**src/rtl/mem_port_arbiter_pkg.sv**
```systemverilog
// Shared types for the fetch/data memory port arbiter.
// State and port-select encodings plus counter sizing.
package mem_port_arbiter_pkg;

    typedef enum logic [1:0] {
        ST_IDLE   = 2'd0,
        ST_I_WAIT = 2'd1,
        ST_D_WAIT = 2'd2,
        ST_ACK    = 2'd3
    } arb_state_e;

    typedef enum logic {
        SEL_D = 1'b0,
        SEL_I = 1'b1
    } port_sel_e;

    function automatic int lat_cnt_w(input int lat);
        return $clog2(lat + 1);
    endfunction

endpackage

```
**src/rtl/mem_port_arbiter_if.sv**
```systemverilog
// CPU-side fetch/data ports and the memory-side bus of the arbiter.
// slave = arbiter view, master = core + memory model view.
interface mem_port_arbiter_if #(
    parameter int ADDR_W = 32,
    parameter int DATA_W = 32
);
    logic              i_req;
    logic [ADDR_W-1:0] i_addr;
    logic [DATA_W-1:0] i_rdata;
    logic              i_ack;
    logic              d_req;
    logic              d_we;
    logic [ADDR_W-1:0] d_addr;
    logic [DATA_W-1:0] d_wdata;
    logic [DATA_W-1:0] d_rdata;
    logic              d_ack;
    logic              m_en;
    logic              m_we;
    logic [ADDR_W-1:0] m_addr;
    logic [DATA_W-1:0] m_wdata;
    logic [DATA_W-1:0] m_rdata;
    logic              stall_f;
    logic              stall_m;
    logic              busy;

    modport slave (
        input  i_req, i_addr, d_req, d_we, d_addr, d_wdata, m_rdata,
        output i_rdata, i_ack, d_rdata, d_ack,
        output m_en, m_we, m_addr, m_wdata,
        output stall_f, stall_m, busy
    );

    modport master (
        output i_req, i_addr, d_req, d_we, d_addr, d_wdata, m_rdata,
        input  i_rdata, i_ack, d_rdata, d_ack,
        input  m_en, m_we, m_addr, m_wdata,
        input  stall_f, stall_m, busy
    );
endinterface

```
**src/rtl/mem_lat_counter.sv**
```systemverilog
// Loadable down-counter sequencing the fixed memory read latency.
// zero_next flags the last wait edge (count of one).
module mem_lat_counter #(
    parameter int MEM_LAT = 2,
    parameter int W       = $clog2(MEM_LAT + 1)
) (
    input  logic         clock,
    input  logic         rst_n,
    input  logic         load,
    input  logic [W-1:0] value,
    input  logic         dec,
    output logic         zero_next
);
    logic [W-1:0] r_cnt;

    always_ff @(posedge clock or negedge rst_n) begin
        if (!rst_n) begin
            r_cnt <= '0;
        end else if (load) begin
            r_cnt <= value;
        end else if (dec && (r_cnt != '0)) begin
            r_cnt <= r_cnt - 1'b1;
        end
    end

    assign zero_next = (r_cnt == W'(1));
endmodule

```
**src/rtl/mem_port_arbiter.sv**
```systemverilog
// Serialises fetch and data accesses onto one single-port memory.
// Round-robin under contention, fixed read latency, one-cycle acks.
module mem_port_arbiter
    import mem_port_arbiter_pkg::*;
#(
    parameter int ADDR_W  = 32,
    parameter int DATA_W  = 32,
    parameter int MEM_LAT = 2
) (
    input  logic clock,
    input  logic rst_n,
    mem_port_arbiter_if.slave bus
);
    localparam int CW = lat_cnt_w(MEM_LAT);

    arb_state_e        r_state;
    logic              r_rr;
    logic              r_i_ack;
    logic              r_d_ack;
    logic              r_m_en;
    logic              r_m_we;
    logic [ADDR_W-1:0] r_m_addr;
    logic [DATA_W-1:0] r_m_wdata;
    logic [DATA_W-1:0] r_i_rdata;
    logic [DATA_W-1:0] r_d_rdata;

    logic              w_i_req;
    logic              w_d_req;
    logic              w_arb;
    logic              w_grant;
    logic              w_wait;
    logic              w_zero_next;
    port_sel_e         w_win;

    // The port acked this cycle is masked so its held req is not re-granted
    assign w_i_req = bus.i_req & ~r_i_ack;
    assign w_d_req = bus.d_req & ~r_d_ack;
    assign w_arb   = (r_state == ST_IDLE) | (r_state == ST_ACK);
    assign w_grant = w_arb & (w_i_req | w_d_req);
    assign w_wait  = (r_state == ST_I_WAIT) | (r_state == ST_D_WAIT);

    // r_rr=1 after a data grant hands the next tie to fetch
    always_comb begin
        w_win = SEL_D;
        if (w_i_req && (!w_d_req || r_rr)) begin
            w_win = SEL_I;
        end
    end

    mem_lat_counter #(
        .MEM_LAT (MEM_LAT),
        .W       (CW)
    ) u_lat (
        .clock     (clock),
        .rst_n     (rst_n),
        .load      (w_grant),
        .value     (CW'(MEM_LAT)),
        .dec       (w_wait),
        .zero_next (w_zero_next)
    );

    always_ff @(posedge clock or negedge rst_n) begin
        if (!rst_n) begin
            r_state   <= ST_IDLE;
            r_rr      <= 1'b0;
            r_i_ack   <= 1'b0;
            r_d_ack   <= 1'b0;
            r_m_en    <= 1'b0;
            r_m_we    <= 1'b0;
            r_m_addr  <= '0;
            r_m_wdata <= '0;
            r_i_rdata <= '0;
            r_d_rdata <= '0;
        end else begin
            r_m_en  <= 1'b0;
            r_i_ack <= 1'b0;
            r_d_ack <= 1'b0;
            unique case (r_state)
                ST_IDLE, ST_ACK: begin
                    if (w_grant) begin
                        r_m_en <= 1'b1;
                        r_rr   <= (w_win == SEL_D);
                        if (w_win == SEL_D) begin
                            r_m_addr  <= bus.d_addr;
                            r_m_we    <= bus.d_we;
                            r_m_wdata <= bus.d_wdata;
                            r_state   <= ST_D_WAIT;
                        end else begin
                            r_m_addr <= bus.i_addr;
                            r_m_we   <= 1'b0;
                            r_state  <= ST_I_WAIT;
                        end
                    end else begin
                        r_state <= ST_IDLE;
                    end
                end
                ST_I_WAIT: begin
                    if (w_zero_next) begin
                        r_i_rdata <= bus.m_rdata;
                        r_i_ack   <= 1'b1;
                        r_state   <= ST_ACK;
                    end
                end
                ST_D_WAIT: begin
                    if (r_m_we) begin
                        r_d_ack <= 1'b1;
                        r_state <= ST_ACK;
                    end else if (w_zero_next) begin
                        r_d_rdata <= bus.m_rdata;
                        r_d_ack   <= 1'b1;
                        r_state   <= ST_ACK;
                    end
                end
                default: r_state <= ST_IDLE;
            endcase
        end
    end

    assign bus.i_rdata = r_i_rdata;
    assign bus.i_ack   = r_i_ack;
    assign bus.d_rdata = r_d_rdata;
    assign bus.d_ack   = r_d_ack;
    assign bus.m_en    = r_m_en;
    assign bus.m_we    = r_m_we;
    assign bus.m_addr  = r_m_addr;
    assign bus.m_wdata = r_m_wdata;
    assign bus.stall_f = bus.i_req & ~r_i_ack;
    assign bus.stall_m = bus.d_req & ~r_d_ack;
    assign bus.busy    = (r_state != ST_IDLE);
endmodule

```
**src/flat_wrapper.sv**
```systemverilog
// flat-port wrapper written by rule: the top's interface ports become plain ports
module mem_port_arbiter_flat import mem_port_arbiter_pkg::*;
#(
    parameter int ADDR_W  = 32,
    parameter int DATA_W  = 32,
    parameter int MEM_LAT = 2
)
  (clock, rst_n, bus_i_req, bus_i_addr, bus_d_req, bus_d_we, bus_d_addr, bus_d_wdata, bus_m_rdata, bus_i_rdata, bus_i_ack, bus_d_rdata, bus_d_ack, bus_m_en, bus_m_we, bus_m_addr, bus_m_wdata, bus_stall_f, bus_stall_m, bus_busy);
  mem_port_arbiter_if #(.ADDR_W(ADDR_W), .DATA_W(DATA_W)) bus_i ();
  input  logic clock;
  input  logic rst_n;
  input wire logic [$bits(bus_i.i_req)-1:0] bus_i_req;
  input wire logic [$bits(bus_i.i_addr)-1:0] bus_i_addr;
  input wire logic [$bits(bus_i.d_req)-1:0] bus_d_req;
  input wire logic [$bits(bus_i.d_we)-1:0] bus_d_we;
  input wire logic [$bits(bus_i.d_addr)-1:0] bus_d_addr;
  input wire logic [$bits(bus_i.d_wdata)-1:0] bus_d_wdata;
  input wire logic [$bits(bus_i.m_rdata)-1:0] bus_m_rdata;
  output wire logic [$bits(bus_i.i_rdata)-1:0] bus_i_rdata;
  output wire logic [$bits(bus_i.i_ack)-1:0] bus_i_ack;
  output wire logic [$bits(bus_i.d_rdata)-1:0] bus_d_rdata;
  output wire logic [$bits(bus_i.d_ack)-1:0] bus_d_ack;
  output wire logic [$bits(bus_i.m_en)-1:0] bus_m_en;
  output wire logic [$bits(bus_i.m_we)-1:0] bus_m_we;
  output wire logic [$bits(bus_i.m_addr)-1:0] bus_m_addr;
  output wire logic [$bits(bus_i.m_wdata)-1:0] bus_m_wdata;
  output wire logic [$bits(bus_i.stall_f)-1:0] bus_stall_f;
  output wire logic [$bits(bus_i.stall_m)-1:0] bus_stall_m;
  output wire logic [$bits(bus_i.busy)-1:0] bus_busy;
  assign bus_i.i_req = bus_i_req;
  assign bus_i.i_addr = bus_i_addr;
  assign bus_i.d_req = bus_d_req;
  assign bus_i.d_we = bus_d_we;
  assign bus_i.d_addr = bus_d_addr;
  assign bus_i.d_wdata = bus_d_wdata;
  assign bus_i.m_rdata = bus_m_rdata;
  assign bus_i_rdata = bus_i.i_rdata;
  assign bus_i_ack = bus_i.i_ack;
  assign bus_d_rdata = bus_i.d_rdata;
  assign bus_d_ack = bus_i.d_ack;
  assign bus_m_en = bus_i.m_en;
  assign bus_m_we = bus_i.m_we;
  assign bus_m_addr = bus_i.m_addr;
  assign bus_m_wdata = bus_i.m_wdata;
  assign bus_stall_f = bus_i.stall_f;
  assign bus_stall_m = bus_i.stall_m;
  assign bus_busy = bus_i.busy;
  mem_port_arbiter #(.ADDR_W(ADDR_W), .DATA_W(DATA_W), .MEM_LAT(MEM_LAT)) u_core (.clock(clock), .rst_n(rst_n), .bus(bus_i));
endmodule
```
**config.mk**
```make
export PLATFORM = sky130hd
export DESIGN_NAME = mem_port_arbiter_flat
export DESIGN_NICKNAME = d
export VERILOG_FILES = /design/src/rtl/mem_port_arbiter_pkg.sv /design/src/rtl/mem_port_arbiter_if.sv /design/src/rtl/mem_lat_counter.sv /design/src/rtl/mem_port_arbiter.sv /design/src/flat_wrapper.sv
export SDC_FILE = /design/constraint.sdc
export NUM_CORES = 1
export LEC_CHECK = 0
export ABC_AREA = 1
export CAP_MARGIN = 30
export CORE_ASPECT_RATIO = 0.9
export CORE_MARGIN = 1
export CORE_UTILIZATION = 42
export CTS_CLUSTER_DIAMETER = 30
export DETAILED_ROUTE_END_ITERATION = 8
export PLACE_DENSITY = 0.87
export SKIP_LAST_GASP = 1
export SYNTH_ARGS = -nofsm -noshare
export SYNTH_HDL_FRONTEND = slang
export SYNTH_SLANG_ARGS = --single-unit
```
**constraint.sdc**
```tcl
create_clock -name clock -period 1.8 [get_ports clock]
set_clock_uncertainty 0.05 [all_clocks]
set_input_delay 0.18 -clock clock [delete_from_list [all_inputs] [get_ports clock]]
set_output_delay 0.18 -clock clock [all_outputs]
set_load 0.01 [all_outputs]
```
==> results.json <==
{
  "path_class": "reg -> out",
  "dieHeight_um": 113.6,
  "worst_ir_drop_vdd_uv": 1026,
  "grt_setup_unrepaired": "false",
  "finalCritPeriodShare_pct": 96.53,
  "drc": 0,
  "grt_first_pass_wirelength_um": 27070,
  "crit_path_end_kind": "primary output",
  "synth-xor-area-share_pct": 0,
  "power.density_nw_per_um2": 1753,
  "floorplan.die_area_um2": 14300,
  "buffers_inverters_on_critical_path": 1,
  "initial_core_util_pct": 43.29,
  "ff2ff_path_depth": 6,
  "finalWeightedCongestion": 0.8246,
  "fin_cells": 1121,
  "routed_wl_um": 16480,
  "synth_top_family_by_area": "simple AND/OR/NAND/NOR gates",
  "top_level_ports": 268,
  "synth_mux_area_share_pct": 0,
  "worst_setup_path_startpoint": "u_core.bus.i_ack$_DFF_PN0_",
  "numPlacedInstances": 1088,
  "reg2reg_from": "u_core.r_state[1]$_DFF_PN0_",
  "cts-buffers-inserted": 17,
  "clk_latency_ns": 0.42,
  "setup_tns_ns": 0,
  "final_cell_mix": "sky130_fd_sc_hd__nand2_1 (296), sky130_fd_sc_hd__clkdlybuf4s50_1 (263), sky130_fd_sc_hd__dfrtp_1 (137)",
  "tritoncts_clock_tree": "done",
  "synth.distinct_cells": 21,
  "maxSlewHeadroom_pct": 71.68,
  "drt_first_iter_violations": 336,
  "pin_count_of_the_biggest_net_entering_global_routing": 65,
  "rr_endpoint": "u_core.bus.m_wdata[17]$_DFFE_PN0P_",
  "antenna_violations_before_repair": 0,
  "yosys.area_share.simple_pct": 26.65,
  "synthesis.area_um2": 5807,
  "vias_per_cell": 4.915,
  "clock_path_buffers": 2,
  "overflow": 0,
  "post_cts_buffers": 0,
  "chain_of_cells_forming_the_critical_path": "clkdlybuf4s50_1",
  "dp.final_hpwl_um": 11620,
  "maxCapViolCount": 0,
  "diodes_inserted": 0,
  "timing.reg2reg.setup_slack_ns": 0.19,
  "clkTransAtPathRegs_ns": 0.06,
  "dr_total_vias": 5510,
  "share_of_synthesized_area_occupied_by_flip_flops_and_latches_pct": 59.04,
  "final_min_period_ns": 1.738,
  "max_slew.worst_pin.slew_ns": 0.4248,
  "static-leakage-power_nw": 4.634,
  "num-fill-cells": 1035,
  "slew_viol_final": 0,
  "hold_viol": 0,
  "cts_num_sinks": 137,
  "share_of_final_layout_standard_cells_stronger_than_drive_strength_1_pct": 6.611,
  "timing.critical_path.from_type": "flip-flop",
  "outcome": "completed",
  "router_iterations_before_antenna_repair": 4,
  "cp.arrival_ns": 1.51,
  "gr-usage-all-layers_pct": 24.15,
  "cts_root_buffer": "sky130_fd_sc_hd__clkbuf_16",
  "adder_cell_share_of_the_synthesized_area_pct": 1.077,
  "critical-path-max-stage-delay_ns": 0.60,
  "worst-endpoint-required_ns": 1.57,
  "number_of_global_route_vias_before_repair": 5522,
  "io_buffers": 267,
  "cpLargestDelayFamily": "buffers and inverters",
  "mostFrequentLayoutCell": "sky130_fd_sc_hd__nand2_1",
  "final.hold.worst_slack_ns": 0.1480,
  "synth_compound_area_share_pct": 6.529,
  "max_freq_ghz": 0.5755,
  "yosys_register_bits": 137,
  "worst_min_delay_path_category": "in -> async",
  "row_count": 40,
  "post_drt_wl_per_cell_um": 14.70,
  "ys.warnings.count": 0,
  "layout.nets": 1078,
  "syn_to_layout_area_delta_pct": 60.31,
  "mean_area_per_synthesized_cell_um2": 8.603,
  "post_synthesis_net_count": 813,
  "design.core.area_um2": 13410,
  "worst_path_max_delay_cell": "sky130_fd_sc_hd__clkdlybuf4s50_1",
  "report.final.setup_viol": 0,
  "cts_htree_levels": 4,
  "timing.critical_path.fanout_max": 3,
  "syn-instance-count": 675,
  "die_w_um": 125.9,
  "detail-route-antenna-nets": 0
}
## area by class of cell
class                      count  area [um2]  area share [%]
multi-input combinational    449        1994           21.42
clock buffer                  18       439.2           4.718
timing repair buffer         287        2910           31.26
sequential                   137        3428           36.83
clock inverter                14       146.4           1.573
inverter                      48       180.2           1.935
tap                          168       210.2           2.258
## cell usage after synthesis
| cell | instances | share of area (%) |
|---|---|---|
| sky130_fd_sc_hd__nand2_4 | 1 | 0.19 |
| sky130_fd_sc_hd__buf_2 | 11 | 0.95 |
| sky130_fd_sc_hd__o21ai_4 | 1 | 0.28 |
| sky130_fd_sc_hd__buf_1 | 5 | 0.32 |
| sky130_fd_sc_hd__nor2_1 | 1 | 0.065 |
| sky130_fd_sc_hd__dfrtp_1 | 137 | 59 |
| sky130_fd_sc_hd__ha_1 | 5 | 1.1 |
| sky130_fd_sc_hd__nand3_2 | 2 | 0.34 |
| sky130_fd_sc_hd__buf_6 | 2 | 0.39 |
| sky130_fd_sc_hd__or2_2 | 1 | 0.11 |
| sky130_fd_sc_hd__nand4_1 | 32 | 3.4 |
| sky130_fd_sc_hd__inv_1 | 46 | 3.0 |
| sky130_fd_sc_hd__o21ai_0 | 71 | 6.1 |
| sky130_fd_sc_hd__nand2_1 | 298 | 19 |
| sky130_fd_sc_hd__clkbuf_1 | 16 | 1.0 |
| sky130_fd_sc_hd__o211ai_1 | 1 | 0.13 |
| sky130_fd_sc_hd__nand2_2 | 1 | 0.11 |
| sky130_fd_sc_hd__buf_4 | 7 | 0.90 |
| sky130_fd_sc_hd__nor2_4 | 1 | 0.19 |
| sky130_fd_sc_hd__nand3_1 | 34 | 2.9 |
| sky130_fd_sc_hd__inv_2 | 2 | 0.13 |
## worst max-delay path by stage
stage / end / cells past startpoint / slack (ns)
finish: bus_i_ack / 1 / 0.06
global route: bus_i_ack / 1 / 0.03
CTS: bus_i_ack / 1 / 0.05
detailed placement: u_core.bus.m_addr[20]$_DFFE_PN0P_ / 8 / 0.05
global placement: bus_stall_f / 4 / 0.06
floorplan: u_core.u_lat.r_cnt[1]$_DFFE_PN0P_ / 6 / 0.36
## repair_timing
item | 4_1_cts | 5_1_grt
endpoints found under the hold margin | 137 | 0
hold buffers | 1 | 0
resized for setup | 3 | 0
setup endpoints to repair | 3 | 0
## logic make-up after synthesis
kind of cell               after synthesis
adders and majority gates                5
buffers and inverters                   89
DFF                                    137
AOI/OAI and AO/OA                       73
and+or+nand+nor                        371
## metal layers
layer	up-vias	global-route usage (%)	part of all wire [%]
met2	200	40.22	50
met5	-	0	0
met1	2592	28.90	41
li1	2676	-	-
met4	0	13.57	3.6
met3	42	5.957	5.7
## flip-flops by register name, indices dropped and copies added (netlist names)
register,flops
u_core.bus.d_ack,1
u_core.bus.d_rdata,32
u_core.bus.i_ack,1
u_core.bus.i_rdata,32
u_core.bus.m_addr,32
u_core.bus.m_en,1
u_core.bus.m_wdata,32
u_core.bus.m_we,1
u_core.r_rr,1
u_core.r_state,2
u_core.u_lat.r_cnt,2
## report_power, final
group	total, mW	switching (mW)	internal, mW
Combinational	7.55	3.72	3.84
Sequential	5.36	0.786	4.57
Clock	3.41	1.33	2.08
## metrics by stage
step	utilization [%]	area [um2]	power, mW	setup WS, ns
detailed placement	64.99	8717	12.97	0.05071
global placement	64.99	8717	12.74	0.06333
global route	69.40	9309	17.48	0.03243
floorplan	-	5807	8.739	0.3570
finish	69.40	9309	16.32	0.06238
CTS	69.40	9309	16.46	0.04942
No activity file was read; power rests on OpenSTA's default activity.
